<file path="config.mk">
export PLATFORM = sky130hd
export DESIGN_NAME = inv_mix_columns_iter
export DESIGN_NICKNAME = d
export VERILOG_FILES = /design/src/rtl/inv_mix_columns_iter.sv
export SDC_FILE = /design/constraint.sdc
export NUM_CORES = 1
export LEC_CHECK = 0
export BUFFER_PORTS_ARGS = -buffer_cell sky130_fd_sc_hd__buf_2
export CAP_MARGIN = 25
export CORE_AREA = 2 2 126 220
export DETAILED_ROUTE_END_ITERATION = 8
export DIE_AREA = 0 0 128 222
export MAX_ROUTING_LAYER = met4
export PLACE_DENSITY = 0.77
export SLEW_MARGIN = 20
export SYNTH_ARGS = -nofsm -noshare
export SYNTH_HDL_FRONTEND = slang
export SYNTH_SLANG_ARGS = --single-unit
</file>
<file path="constraint.sdc">
create_clock -name clk -period 4.52 [get_ports clk]
set_clock_uncertainty 0.2 [all_clocks]
set_input_delay 0.452 -clock clk [delete_from_list [all_inputs] [get_ports clk]]
set_output_delay 0.452 -clock clk [all_outputs]
set_load 0.1 [all_outputs]
</file>
<file path="src/rtl/inv_mix_columns_iter.sv">
// Iterative AES InvMixColumns stage: accepts one 128-bit state, transforms
// COLS_PER_CYCLE columns per clock, then holds the result until it is consumed.
module inv_mix_columns_iter #(
    parameter int COLS_PER_CYCLE = 1
) (
    input  logic         clk,
    input  logic         n_rst,
    input  logic         in_valid,
    output logic         in_ready,
    input  logic [127:0] dataIn,
    output logic         out_valid,
    input  logic         out_ready,
    output logic [127:0] dataOut,
    output logic         busy
);

    generate
        if (!(COLS_PER_CYCLE == 1 || COLS_PER_CYCLE == 2 || COLS_PER_CYCLE == 4)) begin : gBadParam
            $error("inv_mix_columns_iter: COLS_PER_CYCLE must be 1, 2 or 4");
        end
    endgenerate

    localparam logic [2:0] STEP = 3'(COLS_PER_CYCLE);

    typedef enum logic [1:0] {IDLE, CALC, DONE} stateT;

    stateT        state;
    stateT        stateNext;
    logic [2:0]   cnt;
    logic [127:0] workReg;
    logic [127:0] workNext;
    logic         lastGroup;

    function automatic logic [7:0] xtime(input logic [7:0] b);
        return {b[6:0], 1'b0} ^ (b[7] ? 8'h1B : 8'h00);
    endfunction

    // Each byte contributes 09/0B/0D/0E multiples built from its x2/x4/x8 chain.
    function automatic logic [31:0] invMixCol(input logic [31:0] col);
        logic [7:0] a  [4];
        logic [7:0] m9 [4];
        logic [7:0] mB [4];
        logic [7:0] mD [4];
        logic [7:0] mE [4];
        logic [7:0] m2, m4, m8;
        for (int r = 0; r < 4; r++) begin
            a[r]  = col[31-8*r -: 8];
            m2    = xtime(a[r]);
            m4    = xtime(m2);
            m8    = xtime(m4);
            m9[r] = m8 ^ a[r];
            mB[r] = m8 ^ m2 ^ a[r];
            mD[r] = m8 ^ m4 ^ a[r];
            mE[r] = m8 ^ m4 ^ m2;
        end
        return {mE[0] ^ mB[1] ^ mD[2] ^ m9[3],
                m9[0] ^ mE[1] ^ mB[2] ^ mD[3],
                mD[0] ^ m9[1] ^ mE[2] ^ mB[3],
                mB[0] ^ mD[1] ^ m9[2] ^ mE[3]};
    endfunction

    // Only the column group selected by cnt is rewritten; the rest pass through.
    always_comb begin
        workNext = workReg;
        for (int c = 0; c < 4; c++) begin
            if (3'(c) >= cnt && 3'(c) < cnt + STEP)
                workNext[127-32*c -: 32] = invMixCol(workReg[127-32*c -: 32]);
        end
    end

    assign lastGroup = (cnt + STEP == 3'd4);

    // NOTE: every output and next-state gets a default first so no latch is inferred.
    always_comb begin
        stateNext = state;
        in_ready  = 1'b0;
        out_valid = 1'b0;
        busy      = 1'b0;
        case (state)
            IDLE: begin
                in_ready = 1'b1;
                if (in_valid) stateNext = CALC;
            end
            CALC: begin
                busy = 1'b1;
                if (lastGroup) stateNext = DONE;
            end
            DONE: begin
                out_valid = 1'b1;
                if (out_ready) stateNext = IDLE;
            end
            default: stateNext = IDLE;
        endcase
    end

    // NOTE: sequential state uses non-blocking assignments so all registers update together.
    always_ff @(posedge clk or negedge n_rst) begin
        if (!n_rst) begin
            state   <= IDLE;
            cnt     <= 3'd0;
            workReg <= 128'h0;
        end else begin
            state <= stateNext;
            case (state)
                IDLE: begin
                    if (in_valid) begin
                        workReg <= dataIn;
                        cnt     <= 3'd0;
                    end
                end
                CALC: begin
                    workReg <= workNext;
                    cnt     <= cnt + STEP;
                end
                default: ;
            endcase
        end
    end

    assign dataOut = workReg;

endmodule

</file>
[Word-level counts from Yosys, hierarchy flattened]
Cells that the tools add are included.
Widths: inputs -> output; s select.
Word-level totals
  bits in registers: 133
  input bits: 132
  output and inout port bits: 131
  word-level logic and storage cells: 292
Operators by class
  $add $sub $neg: 1
  magnitude comparators: 8
  equality and inequality tests: 10
  multiplexer cells: 63
  bitwise operators: 192
  reduce and logical (&&, ||, !) cells: 12
Operators by type and width (count)
  $xor 8x8->8: 144
  $xor 8x5->8: 48
  $pmux 128 s2: 1
  $mux 5: 48
  $mux 128: 1
  $mux 32: 4
  $reduce_and 3->1: 5
  $ne 2x2->1 const B: 7
  $ge 1x3->1 const A: 2
  $ge 2x3->1 const A: 2
  $lt 1x3->1 const A: 2
  $lt 2x3->1 const A: 2
  $mux 2: 3
  $pmux 2 s3: 1
  $pmux 3 s2: 1
  $logic_and 1x1->1: 4
  $add 3x1->3 const B: 1
  $eq 3x3->1 const B: 1
  $mux 1: 3
  $mux 3: 1
  $eq 2x1->1 const B: 1
  $eq 2x2->1 const B: 1
  $logic_not 2->1: 1
  $reduce_and 2->1: 1
  $reduce_bool 2->1: 1

[Logic depth before layout (Yosys ltp)]
  depth in word-level cells: 13
  gate-level depth with buffers: 9
  depth with buffers taken out: 8

[Worst setup path after synthesis]
OpenSTA, ideal clock, no wires.
  path type: reg2reg
  from: reg state[0]
  to: reg workReg[107] (netlist: dataOut[107])
  setup time: 0.082 ns
  arrival: 2.974 ns
  data required time: 4.238 ns
  setup slack: 1.264 ns
  stages on the path, launching flop included: 7
  buffers on the path: 1
  clock period less this slack: 3.256 ns
  cell sequence: dfrtp_1 nor2_1 nand2_1 o21ai_1 clkbuf_1 nor2_1 a31oi_1
Between the ends
  longest elaborated chain between the ends: 3
RTL lines
  from (decl): line 27  | stateT state;
  from (signal assigned): line 103  | state <= stateNext;
  $eq 2x1->1 or $logic_not 2->1 (tied branches): line 104  | case (state)
  $ne 2x2->1 (no source line) or $reduce_bool 2->1 (tied branches)
  $reduce_and 3->1 (no source line)
  to (signal assigned): line 107  | workReg <= dataIn;
  to (signal assigned): line 112  | workReg <= workNext;
  to (decl): line 30  | logic [127:0] workReg;
Parallel ways exist; a longest one is shown, timed or not.
A chain may end at the register's enable or synchronous reset.

[Worst setup path after layout]
  from: reg state[1]
  to: out busy
Between the ends
  longest elaborated chain between the ends: 2
RTL lines
  $eq 2x1->1: line 79  | case (state)
  $mux 1: line 79
  to (decl): line 14  | output logic busy
No other way between the ends.

==> impl_metrics.csv <==
group,metric,value,unit
die,fp.dieH,222,µm
worst_setup_path,rr_endpoint,"dataOut[46]$_DFFE_PN0P_",
sta,layout_min_cycle_time,2.98,ns
route,finalWirelength,42.8,mm
cts,clk-insertion-delay-late,0.46,ns
die,core_area,26500,µm²
synthesis,syn_area,14500,µm²
worst_hold_path,min_from,"dataIn[82]",
cts,clockRootBuffer,"clkbuf_16",
die,fp.dieW,128,µm
die,start_util,54.6,%
synthesis,yosys_warnings,0,
cts,cts_sinks,133,
place,io_buffers,262,
synthesis,synth_area_leaders,"xnor2_1, dfrtp_1, xor2_1, xnor3_1, nor2_1",
run,drv_cap,0,
sta,slew_headroom,33.3,%
worst_setup_path,r2r_cells,7,
synthesis,synth_flop_cell,"dfrtp_1",
sta,rsz0062_at_grt,"false",
synthesis,ys_seq_area_share,23.0,%
synthesis,synthCells,1640,
worst_setup_path,crit_required,3.87,ns
cts,post_cts_buffers,0,
route,num_vias,11614,
route,via_per_inst,5.48,
sta,period_share,65.9,%
status,status,"complete, no violations",
worst_setup_path,cp_slowest_cell,"buf_2",
global_routing,antenna_found_initial,2,
synthesis,synth_area_per_cell,8.82,µm²
worst_hold_path,min_path_cells,3,
place,place.gp.congestion,0.992,
global_routing,grt_max_degree,153,
route,drt_iter0_drc,572,
worst_hold_path,hp-class,"in2reg",
sta,max_freq,336,MHz
synthesis,synth_edf_count,0,
synthesis,ys_ff_latch,133,
cts,clkSlewWorstSetupHoldPaths,0.06,ns
synthesis,synth.distinct_cells,37,
worst_setup_path,cp-start-kind,"flop",
sta,timing.final.hold_violations,0,
synthesis,synth_common_cells,"xnor2_1, nor2_1, xor2_1",
cells_and_area,finalCoreUtilization,61.2,%
route,drtAntennaViolNets,0,
route,avgRoutedWirePerCell,20.2,µm
synthesis,yosys.area.top_type_share,35.7,%
global_routing,grt_pass1_vias,12232,
worst_setup_path,crit_family,"buffers and inverters",
die,num_io_pins,263,
synthesis,synth_top_area_cell,"xnor2_1",
worst_setup_path,worstPathCellList,"nand2b_4 -> inv_2 -> buf_2",
worst_setup_path,crit_path_max_incr_delay,0.52,ns
worst_setup_path,reg2reg_setup_slack,1.70,ns
synthesis,synth.most_common_cell,"xnor2_1",
global_routing,grt_pass1_wl,66.4,mm
worst_setup_path,path_max_fanout,52,
cts,tritoncts,"done",
route,drc_errors,0,
worst_setup_path,path_class,"reg2out",
die,dieArea,28400,µm²
worst_hold_path,whs_endpoint,"dataOut[82]$_DFFE_PN0P_",
worst_setup_path,arrival,2.32,ns
worst_setup_path,end_kind,"primary output",
cts,h-tree-depth,4,
cells_and_area,drive_gt1_share,18.1,%
route,dr.pass1.iters,5,
synthesis,async_reset_ff_share,100,%
cells_and_area,final_nets,1919,
die,row_count,79,
place,dp_hpwl,32.8,mm
sta,tightest_slew,1.00,ns
sta,finalMaxSlewViolations,0,
cts,clockBufferDepth,2,
global_routing,grt_overflow,0,
synthesis,synth_fp_nets,1776,
worst_setup_path,worstReg2RegStart,"dataOut[47]$_DFFE_PN0P_",
worst_setup_path,crit_buf_inv,2,
sta,setup_violations,0,
cells_and_area,area_growth,12.1,%
global_routing,grt_usage,31.4,%
cts,cts_buffers,17,
sta,tns,0,ns
cell usage in the layout, fill, tap and decap left out, drive strengths merged, types with 10 or more instances in the layout:
cell type | synthesis | layout
nor2 | 199 | 199
xor3 | 10 | 10
clkbuf | 85 | 27
nand2 | 130 | 130
xor2 | 150 | 150
xnor3 | 43 | 43
buf | 60 | 268
a21oi | 133 | 133
xnor2 | 604 | 604
dfrtp | 133 | 133
a31oi | 60 | 60
worst max path at each step:
stage / end / cells past startpoint / slack (ns) / from
final: busy / 3 / 1.54 / state[1]$_DFFE_PN0P_
after global routing: busy / 3 / 1.42 / state[1]$_DFFE_PN0P_
after CTS: busy / 3 / 1.51 / state[1]$_DFFE_PN0P_
after detailed placement: dataOut[113]$_DFFE_PN0P_ / 7 / 1.73 / state[1]$_DFFE_PN0P_
after global placement: dataOut[52]$_DFFE_PN0P_ / 7 / 1.75 / dataOut[54]$_DFFE_PN0P_
after floorplan: dataOut[107]$_DFFE_PN0P_ / 6 / 1.26 / state[0]$_DFFE_PN0P_
layer usage:
metal  GRT usage [%]  part of all wire (%)  vias up
li1                -                     -     5447
met1            31.2                    35     5590
met2            56.0                    53      409
met3            4.92                   4.4      168
met4            20.3                   6.8        0
met5               -                     0        -
cell type report:
cell class / instances / area [µm²]
clock buffer: 27 / 513
multi-input combinational: 1358 / 10500
fill: 2350 / 10300
antenna: 2 / 5.00
sequential: 133 / 3330
tap: 324 / 405
inverter: 4 / 15.0
clock inverter: 4 / 20.0
timing repair buffer: 269 / 1390
tightest hold or removal path, cell delays in order:
cell and delay [ns]:
buf_2 0.09, nand2_1 0.04, a31oi_1 0.07
state kept, by name, summed over array words and instances, names as in the netlist:
name / cells
cnt: 3
dataOut: 128
state: 2
kinds of logic (layout without fill, tap and decap cells):
kind of cell | after synthesis | in the layout | share of synthesized area, %
flip-flops | 133 | 133 | 23.0
AO/OA/AOI/OAI | 206 | 206 | 7.84
other | 0 | 2 | 0
AND/OR/NAND/NOR | 340 | 340 | 9.03
XOR/XNOR | 807 | 807 | 55.3
adder cells (fa/ha/maj) | 4 | 4 | 0.346
buffers and inverters | 149 | 304 | 4.40
multiplexers | 1 | 1 | 0.0778
stage by stage:
| step | cell area (µm²) | setup WS, ns | std cells | hold slack, ns |
|---|---|---|---|---|
| 2_1_floorplan | 14500 | 1.26 | 1640 | -0.0436 |
| 3_3_place_gp | 15700 | 1.75 | 2087 | 0.384 |
| 3_5_place_dp | 15700 | 1.73 | 2087 | 0.407 |
| 4_1_cts | 16200 | 1.51 | 2119 | 0.0325 |
| 5_1_grt | 16200 | 1.42 | 2121 | 0.0388 |
| 6_report | 16200 | 1.54 | 2121 | 0.0451 |
repair_timing:
item / 4_1_cts / 5_1_grt
setup endpoints to repair: 0 / 0
hold endpoints to repair: 97 / 0
hold buffers: 1 / 0
gates resized for setup: 0 / 0
Power is not shown: default switching activity piles up to over one toggle a cycle in this logic, so the estimate is an artifact.
